File: config.mk
export PLATFORM = sky130hd
export DESIGN_NAME = spi_master_p
export DESIGN_NICKNAME = d
export VERILOG_FILES = /design/src/rtl/spi_master_p_pkg.sv /design/src/rtl/spi_master_p_sck_gen.sv /design/src/rtl/spi_master_p.sv
export SDC_FILE = /design/constraint.sdc
export NUM_CORES = 1
export LEC_CHECK = 0
export ABC_AREA = 1
export BUFFER_PORTS_ARGS = -buffer_cell sky130_fd_sc_hd__buf_4
export CORE_UTILIZATION = 59
export CTS_BUF_LIST = sky130_fd_sc_hd__clkbuf_4 sky130_fd_sc_hd__clkbuf_8
export DETAILED_ROUTE_END_ITERATION = 8
export GPL_TIMING_DRIVEN = 0
export PLACE_DENSITY_LB_ADDON = 0.05
export SETUP_SLACK_MARGIN = 0.02
export SYNTH_ARGS = -nofsm -noshare
export SYNTH_HDL_FRONTEND = slang
export SYNTH_SLANG_ARGS = --single-unit
File: constraint.sdc
create_clock -name clk -period 2.5 [get_ports clk]
set_clock_uncertainty 0.2 [all_clocks]
set_input_delay 0.625 -clock clk [delete_from_list [all_inputs] [get_ports clk]]
set_output_delay 0.625 -clock clk [all_outputs]
set_load 0.02 [all_outputs]
File: src/rtl/spi_master_p_pkg.sv
// rtl/spi_master_p_pkg.sv - shared FSM state and latched configuration types for spi_master_p
package spi_master_p_pkg;

  // Widest divider / chip-select index the latched configuration can hold
  localparam int CFG_DIV_W = 16;
  localparam int CFG_SEL_W = 5;

  typedef enum logic [1:0] {
    ST_IDLE  = 2'd0,
    ST_SETUP = 2'd1,
    ST_SHIFT = 2'd2,
    ST_HOLD  = 2'd3
  } spi_state_t;

  typedef struct packed {
    logic                 cpol;
    logic                 cpha;
    logic                 lsb;
    logic                 cs_hold;
    logic [CFG_SEL_W-1:0] cs_sel;
    logic [CFG_DIV_W-1:0] div;
  } spi_cfg_t;

endpackage

File: src/rtl/spi_master_p_sck_gen.sv
// rtl/spi_master_p_sck_gen.sv - half-period timer, SCK toggle and leading/trailing edge strobes
module spi_sck_gen
  import spi_master_p_pkg::*;
#(
  parameter int DIV_W = 8
) (
  input  logic             clk,
  input  logic             rst,
  input  logic             load,
  input  logic [DIV_W-1:0] load_div,
  input  logic             load_cpol,
  input  logic             run,
  input  logic             shift,
  input  logic [DIV_W-1:0] div,
  input  logic             cpol,
  output logic             tick,
  output logic             sck,
  output logic             lead,
  output logic             trail
);

  logic [DIV_W-1:0] cnt;
  logic             sck_edge;

  // A half-period ends when the down-counter reaches zero
  assign tick     = run && (cnt == '0);
  assign sck_edge = tick && shift;
  // Leading edge moves SCK away from its idle level, trailing edge returns it
  assign lead     = sck_edge && (sck == cpol);
  assign trail    = sck_edge && (sck != cpol);

  // Counter reload per half-period; SCK parks at CPOL on a new word and toggles only while shifting
  always_ff @(posedge clk or posedge rst) begin
    if (rst) begin
      cnt <= '0;
      sck <= 1'b0;
    end else if (load) begin
      cnt <= load_div;
      sck <= load_cpol;
    end else if (run) begin
      cnt <= tick ? div : cnt - 1'b1;
      if (sck_edge) sck <= ~sck;
    end
  end

endmodule

File: src/rtl/spi_master_p.sv
// rtl/spi_master_p.sv - parametrised SPI master: four modes, SCK divider, bit order, chip selects
module spi_master_p
  import spi_master_p_pkg::*;
#(
  parameter int DW    = 8,
  parameter int DIV_W = 8,
  parameter int NCS   = 2,
  localparam int CSW  = (NCS > 1) ? $clog2(NCS) : 1
) (
  input  logic             clk,
  input  logic             rst,
  input  logic             cfg_cpol,
  input  logic             cfg_cpha,
  input  logic             cfg_lsb,
  input  logic [DIV_W-1:0] cfg_div,
  input  logic [CSW-1:0]   cfg_cs_sel,
  input  logic             cfg_cs_hold,
  input  logic             dma_req,
  input  logic [DW-1:0]    dma_din,
  input  logic             cpu_req,
  input  logic [DW-1:0]    cpu_din,
  output logic             start,
  output logic             busy,
  output logic             done,
  output logic [DW-1:0]    dout,
  output logic             sck,
  output logic             sdo,
  input  logic             sdi,
  output logic [NCS-1:0]   cs_n
);

  localparam int            EW        = ($clog2(2 * DW) < 5) ? 5 : $clog2(2 * DW);
  localparam logic [EW-1:0] LAST_EDGE = EW'(2 * DW - 1);

  spi_state_t    state_q, state_d;
  spi_cfg_t      cfg_q, cfg_d;
  logic [DW-1:0] din, tx_sr, rx_sr;
  logic [EW-1:0] ecnt;
  logic          tick, lead, trail;
  logic          last_edge, sample_now, drive_now;
  logic          cfg_unused;

  assign busy       = (state_q != ST_IDLE);
  assign start      = (dma_req | cpu_req) & ~busy;
  assign din        = dma_req ? dma_din : cpu_din;
  assign last_edge  = (ecnt == LAST_EDGE);
  assign sample_now = cfg_q.cpha ? trail : lead;
  // First bit is already on sdo from SETUP, and the final edge must not launch a new bit
  assign drive_now  = (cfg_q.cpha ? lead : trail) && (ecnt != '0) && !last_edge;
  // Latched select and upper divider bits are kept for visibility only
  assign cfg_unused = ^{cfg_q.cs_sel, cfg_q.div};

  spi_sck_gen #(
    .DIV_W(DIV_W)
  ) u_sck_gen (
    .clk      (clk),
    .rst      (rst),
    .load     (start),
    .load_div (cfg_div),
    .load_cpol(cfg_cpol),
    .run      (busy),
    .shift    (state_q == ST_SHIFT),
    .div      (cfg_q.div[DIV_W-1:0]),
    .cpol     (cfg_q.cpol),
    .tick     (tick),
    .sck      (sck),
    .lead     (lead),
    .trail    (trail)
  );

  // Snapshot of the configuration taken when a word is accepted
  always_comb begin
    cfg_d         = '0;
    cfg_d.cpol    = cfg_cpol;
    cfg_d.cpha    = cfg_cpha;
    cfg_d.lsb     = cfg_lsb;
    cfg_d.cs_hold = cfg_cs_hold;
    cfg_d.cs_sel  = CFG_SEL_W'(cfg_cs_sel);
    cfg_d.div     = CFG_DIV_W'(cfg_div);
  end

  // State register
  always_ff @(posedge clk or posedge rst) begin
    if (rst) state_q <= ST_IDLE;
    else     state_q <= state_d;
  end

  // Next state: every non-idle step lasts whole half-periods
  always_comb begin
    state_d = state_q;
    case (state_q)
      ST_IDLE:  if (start) state_d = ST_SETUP;
      ST_SETUP: if (tick) state_d = ST_SHIFT;
      ST_SHIFT: if (tick && last_edge) state_d = ST_HOLD;
      ST_HOLD:  if (tick) state_d = ST_IDLE;
      default:  state_d = ST_IDLE;
    endcase
  end

  // Shift registers, edge counter, chip selects and completion strobe
  always_ff @(posedge clk or posedge rst) begin
    if (rst) begin
      cfg_q <= '0;
      tx_sr <= '0;
      rx_sr <= '0;
      dout  <= '0;
      ecnt  <= '0;
      sdo   <= 1'b1;
      cs_n  <= '1;
      done  <= 1'b0;
    end else begin
      done <= 1'b0;
      if (start) begin
        cfg_q <= cfg_d;
        ecnt  <= '0;
        sdo   <= cfg_lsb ? din[0] : din[DW-1];
        tx_sr <= cfg_lsb ? (din >> 1) : (din << 1);
        // Selecting a different line releases the old one in the same cycle
        cs_n  <= ~(NCS'(1) << cfg_cs_sel);
      end else if (state_q == ST_SHIFT && tick) begin
        ecnt <= ecnt + 1'b1;
        if (sample_now)
          rx_sr <= cfg_q.lsb ? {sdi, rx_sr[DW-1:1]} : {rx_sr[DW-2:0], sdi};
        if (drive_now) begin
          sdo   <= cfg_q.lsb ? tx_sr[0] : tx_sr[DW-1];
          tx_sr <= cfg_q.lsb ? (tx_sr >> 1) : (tx_sr << 1);
        end
      end else if (state_q == ST_HOLD && tick) begin
        dout <= rx_sr;
        done <= 1'b1;
        if (!cfg_q.cs_hold) cs_n <= '1;
      end
    end
  end

endmodule

---- Word level (Yosys, flattened, before mapping) ----
Cells that the tools add are included.
word-level totals
  flip-flop bits (word level) ............. 56
  bits of input ports ..................... 34
  output and inout port bits .............. 15
  word-level logic and storage cells ...... 94
cells by class
  add/sub/neg operators ................... 2
  equality and inequality tests ........... 12
  shift operators ......................... 1
  muxes and demuxes ....................... 34
  bitwise gates (word level) .............. 7
  reduce and logical (&&, ||, !) cells .... 23
operators by type and width
  cell                                                                   count
  8-bit two-way mux                                                      10
  2-bit two-way mux                                                      8
  1-bit two-way mux                                                      13
  2-bit != test, second input constant                                   6
  5-bit two-way mux                                                      2
  2-bit nonzero test                                                     5
  3-bit AND reduction                                                    3
  1-bit logical AND                                                      8
  8-bit logical NOT                                                      1
  2-bit case mux with 4 select lines                                     1
  8-bit by 1-bit subtractor with 8-bit output, second input constant     1
  5-bit by 1-bit adder with 5-bit output, second input constant          1
  5-bit by 4-bit equality test with 1-bit output, second input constant  1
  5-bit nonzero test                                                     1
  2-bit equality test, second input constant                             2
  1-bit NOT                                                              4
  2-bit AND reduction                                                    2
  4-bit AND reduction                                                    1
  2-bit by 1-bit equality test with 1-bit output, second input constant  1
  2-bit logical NOT                                                      1
  2-bit NOT                                                              1
  1-bit by 1-bit left shift with 2-bit output, first input constant      1
  1-bit AND                                                              1
  1-bit equality test                                                    1
  other kinds (3)                                                        3

---- Logic depth before layout (Yosys ltp) ----
  depth after elaboration ................. 10
  gate-level depth with buffers ........... 12
  gate-level depth less buffers ........... 11

---- Hierarchy ----
Synthesis repeated with hierarchy kept, for this count alone.
second synthesis, totals
  cell total of the unflattened synthesis .. 443
  area total of the unflattened synthesis .. 3216.8 um^2
modules (own cells, without submodules)
  module        instances  cells each  area an instance (um^2)  sequential area each (um^2)
  spi_master_p  1          328         2472.4                   1179.9
  spi_sck_gen   1          115         744.5                    225.2

---- Least setup slack after synthesis ----
OpenSTA, ideal clock, no wires.
  kind .................................... register to output
  start point ............................. register state_q[0]
  end point ............................... output start
  arrival time ............................ 1.400 ns
  data required time ...................... 1.675 ns
  slack ................................... 0.275 ns
  cell stages (with the launch flop) ...... 7
  buffers on the path ..................... 2
  path through ............................ dfrtp_1 -> inv_1 -> ha_1 -> buf_6 -> inv_2 -> nor2_4 -> clkbuf_1
on the way
  cells in the longest elaborated chain, start to end .. 3
RTL lines
  item                      line                RTL
  start: declaration        spi_master_p.sv:35  spi_state_t state_q, state_d;
  start signal: assignment  spi_master_p.sv:85  else state_q <= state_d;
  2-bit nonzero test        spi_master_p.sv:43  assign busy = (state_q != ST_IDLE);
  net busy                  spi_master_p.sv:23  output logic busy,
  1-bit NOT                 spi_master_p.sv:44  assign start = (dma_req | cpu_req) & ~busy;
  1-bit AND                 spi_master_p.sv:44
  end: declaration          spi_master_p.sv:22  output logic start,
The timed path passes the listed nets, and every way through them passes these cells.

---- Worst setup path in the final report ----
  start point ............................. register state_q[0]
  end point ............................... output start
on the way
  cells in the longest elaborated chain, start to end .. 3
RTL lines
  item                line
  2-bit nonzero test  spi_master_p.sv:43
  1-bit NOT           spi_master_p.sv:44
  1-bit AND           spi_master_p.sv:44
No other way between the ends.

==> impl_results.rst <==
.. list-table::
   :header-rows: 1

   * - Metric
     - Value
   * - Post-synthesis cell type with the largest combined area
     - sky130_fd_sc_hd__dfrtp_1
   * - Flop and latch count out of synthesis
     - 56
   * - Largest net degree at the start of global routing
     - 40
   * - DRC marker count from the first detailed-route iteration
     - 248
   * - # H-tree levels
     - 2
   * - Vertical die dimension
     - 76.2 um
   * - Sort of element at the end of the critical path
     - primary output
   * - Clock buffer count from CTS
     - 5
   * - Die width
     - 76.2 um
   * - Total power of the final layout
     - 3.95 mW
   * - Number of global-route vias before repair
     - 2,772
   * - HPWL after detailed placement
     - 5360 um
   * - Net load switching power
     - 1.72 mW
   * - Commonest cells after routing, fill and taps aside
     - sky130_fd_sc_hd__nand2_1, sky130_fd_sc_hd__dfrtp_1, sky130_fd_sc_hd__buf_4
   * - Total I/O pin count
     - 49
   * - Worst R2R Start
     - state_q[0]$_DFFE_PP0P_
   * - # rows
     - 26
   * - Worst slew margin relative to its limit
     - 65.5%
   * - Leakage power summed over all cells
     - 2.00 nW
   * - Worst setup path category
     - flip-flop to primary output
   * - Layout Cell Area excl Fill
     - 3840 sq um
   * - Summed instance area of the synthesized netlist
     - 3250 sq um
   * - TritonCTS clock tree
     - done
   * - Vias after detailed routing
     - 2,933
   * - Launching instance or port of the critical path
     - state_q[0]$_DFFE_PP0P_
   * - Setup repair after global routing missed its margin
     - no
   * - Total core area
     - 5200 sq um
   * - Clock Sink Count
     - 56
   * - Reported max-cap violation count
     - 0
   * - Port Buf Inserts
     - 48
   * - Number of cell instances on the worst register-to-register path
     - 12
   * - Max Root-Sink Buffers
     - 2
   * - Peak Freq
     - 426 MHz
   * - Number of non-filler instances in the completed layout
     - 549
   * - Logic gate share of total power
     - 47.4%
   * - Area enclosed by the die boundary
     - 5810 sq um
   * - Clk slew on worst S/H paths
     - 0.11 ns
   * - Mean post-synth cell area
     - 7.70 sq um
   * - Antenna-violating nets left
     - 0
   * - Initial Utilization
     - 62.5%
   * - Number of buffer and inverter stages on the critical path
     - 4
   * - Total Routing Usage GR
     - 27.0%
   * - Distinct cells, synth
     - 35
   * - Post-Place Cell Area
     - 3720 sq um
   * - Final RePlAce weighted congestion
     - 0.872
   * - R2r endpoint
     - tx_sr[4]$_DFFE_PP0P_
   * - Number of setup violations in the final report
     - 0
   * - First-pass GRT wire length
     - 12,500 um
   * - Synthesized instance count
     - 422
   * - CTS hold repair buffers
     - 0
   * - Maximum fanout along the worst path
     - 10
   * - DR vias/cell
     - 5.34
   * - Worst setup SP type
     - flip-flop
   * - Required time at the endpoint of the critical path
     - 1.67 ns
   * - Slowest-stage cell, CP
     - sky130_fd_sc_hd__dfrtp_1
   * - Max Transition Viols Final
     - 0
   * - Final critical delay including setup and external delays
     - 2.35 ns
   * - Worst VDD drop
     - 0.000698 V
   * - Reg area
     - 1410 sq um
   * - Fin crit share
     - 93.8%
   * - Dominant cells by area after synthesis
     - sky130_fd_sc_hd__dfrtp_1, sky130_fd_sc_hd__nand2_1, sky130_fd_sc_hd__inv_1
   * - Initial antenna violation count
     - 0
   * - Clock Root Buffer
     - sky130_fd_sc_hd__clkbuf_8
   * - Fraction of power consumed by the clock network
     - 16.1%
   * - Post-synthesis to final-layout area growth
     - 18.2%
   * - Initial DRT Pass Iterations
     - 4
   * - Worst path top cell family by delay
     - buffers and inverters
   * - Cell breakdown of the critical path
     - inv_1 > ha_1 > buf_6 > inv_2 > nor2_4 > buf_4
   * - DR WL/cell
     - 13.4 um
   * - Worst reg2reg setup slack
     - 0.30 ns
   * - Net switching share of the total power
     - 43.4%
   * - Most common cell after layout, fill and taps aside
     - sky130_fd_sc_hd__nand2_1
   * - Area share of the largest cell type after synthesis
     - 40.8%
   * - Wire length reported by the detailed router
     - 7360 um
   * - Count of fill cells added during filler insertion
     - 448
   * - Arrival time worst endpoint
     - 1.52 ns
   * - Clock insertion delay at the later pin of the skew report
     - 0.31 ns
   * - ANT cells
     - 0
   * - Sequential fraction of design power
     - 36.4%
   * - Grt ovf
     - 0
   * - Outcome
     - complete, no violations
   * - Final hold vios
     - 0
   * - Cell internal pwr
     - 2.24 mW
   * - Worst min-delay path class
     - primary input to asynchronous set/reset pin
   * - Layout cells sized above 1
     - 21.1%
   * - Number of placed cells counting well taps
     - 541
   * - Maximum single-stage delay on the critical path
     - 0.42 ns
   * - DRC errors left
     - 0
   * - Area of the multi-input gates
     - 1580 sq um
   * - Part of the Yosys area used for sequential elements
     - 43.2%
   * - Final #Nets
     - 521
   * - Areal power density over the cells
     - 1030 nW/um^2
   * - Syn. warnings
     - 0
   * - Transition time at the pin with the least slew margin
     - 0.517 ns
   * - CTS resizes
     - 0
   * - Synth Net Count
     - 465
cell families (layout without fill, tap and decap cells):
group           Yosys count  in the layout  synth area share [%]
mux                       1              1                 0.308
xor+xnor                  3              3                 0.808
fa+ha+maj                 9              9                  3.46
compound gates           74             74                  14.0
simple gates            218            218                  29.9
buf+inv                  61            118                  8.20
flops                    56             56                  43.2
power groups by stage:
stage	clock network [mW]	logic [mW]	registers [mW]
detailed placement	0	1.85	1.45
global route	0.675	2.10	1.47
CTS	0.640	1.86	1.44
finish	0.638	1.87	1.44
floorplan	0	1.34	1.45
global placement	0	1.78	1.44
through the flow:
stage	worst slack, ns	TNS, ns	util (%)	hold WS (ns)
floorplan	0.275	0	-	0.243
global placement	-0.404	-21.48	71.1	0.264
detailed placement	-0.230	-0.230	71.4	0.266
CTS	0.164	0	73.8	0.108
global route	0.101	0	73.8	0.112
finish	0.154	0	73.8	0.0915
synth_stat cells:
master                     number
sky130_fd_sc_hd__nand4_1        3
sky130_fd_sc_hd__mux2i_1        1
sky130_fd_sc_hd__nand3_4        2
sky130_fd_sc_hd__and2_0         2
sky130_fd_sc_hd__inv_2          2
sky130_fd_sc_hd__nor2_1        22
sky130_fd_sc_hd__ha_1           9
sky130_fd_sc_hd__nand3_1       25
sky130_fd_sc_hd__a22oi_1        1
sky130_fd_sc_hd__buf_1          1
sky130_fd_sc_hd__nor2_8         1
sky130_fd_sc_hd__dfstp_2        3
sky130_fd_sc_hd__nor2_2         1
sky130_fd_sc_hd__o21ai_2       12
sky130_fd_sc_hd__buf_2          4
sky130_fd_sc_hd__o21ai_0       33
sky130_fd_sc_hd__dfrtp_1       53
sky130_fd_sc_hd__a21oi_1       12
sky130_fd_sc_hd__o22ai_1        1
sky130_fd_sc_hd__nor2_4         3
sky130_fd_sc_hd__a21boi_0       1
sky130_fd_sc_hd__buf_6          4
sky130_fd_sc_hd__nand3b_1       1
sky130_fd_sc_hd__nand2_1      148
sky130_fd_sc_hd__o211ai_1      13
sky130_fd_sc_hd__clkbuf_1       3
sky130_fd_sc_hd__xor2_1         2
sky130_fd_sc_hd__xnor2_1        1
sky130_fd_sc_hd__or2_2          2
sky130_fd_sc_hd__o31ai_1        1
sky130_fd_sc_hd__nor3_1         1
sky130_fd_sc_hd__nand2_2        4
sky130_fd_sc_hd__inv_4          1
sky130_fd_sc_hd__nand2_4        3
sky130_fd_sc_hd__inv_1         46
registers in the layout (all words and copies together) (netlist names), 2 cells and up:
signal         cells
cfg_q             12
dout               8
rx_sr              8
tx_sr              8
u_sck_gen.cnt      8
ecnt               5
cs_n               2
state_q            2
worst max-delay path by stage:
stage / cells after the start / slack (ns) / to
2_1_floorplan: 6 / 0.27 / start
3_3_place_gp: 2 / -0.40 / state_q[1]$_DFFE_PP0P_
3_5_place_dp: 7 / -0.23 / start
4_1_cts: 6 / 0.16 / start
5_1_grt: 6 / 0.10 / start
6_report: 6 / 0.15 / start
timing repair:
item                                    CTS  global route
setup buffers                             1             0
endpoints found under the hold margin     0             0
endpoints found under the setup margin    1             0
per-layer routing:
metal | global-route usage, % | vias up | share of wire, %
met2 | 44.8 | 102 | 47
met3 | 4.43 | 15 | 5.2
met5 | 0 | - | 0
li1 | - | 1458 | -
met1 | 35.9 | 1358 | 46
met4 | 9.62 | 0 | 1.8
final cells by class:
| class | instances | share of cell area, % |
|---|---|---|
| tap | 70 | 2.28 |
| inverter | 49 | 4.85 |
| clock buffer | 6 | 2.15 |
| multi-input combinational | 305 | 41.1 |
| buffer | 11 | 1.99 |
| timing repair buffer | 50 | 10.1 |
| clock inverter | 2 | 1.01 |
| sequential | 56 | 36.6 |
Power figures use the tool's default switching activity.
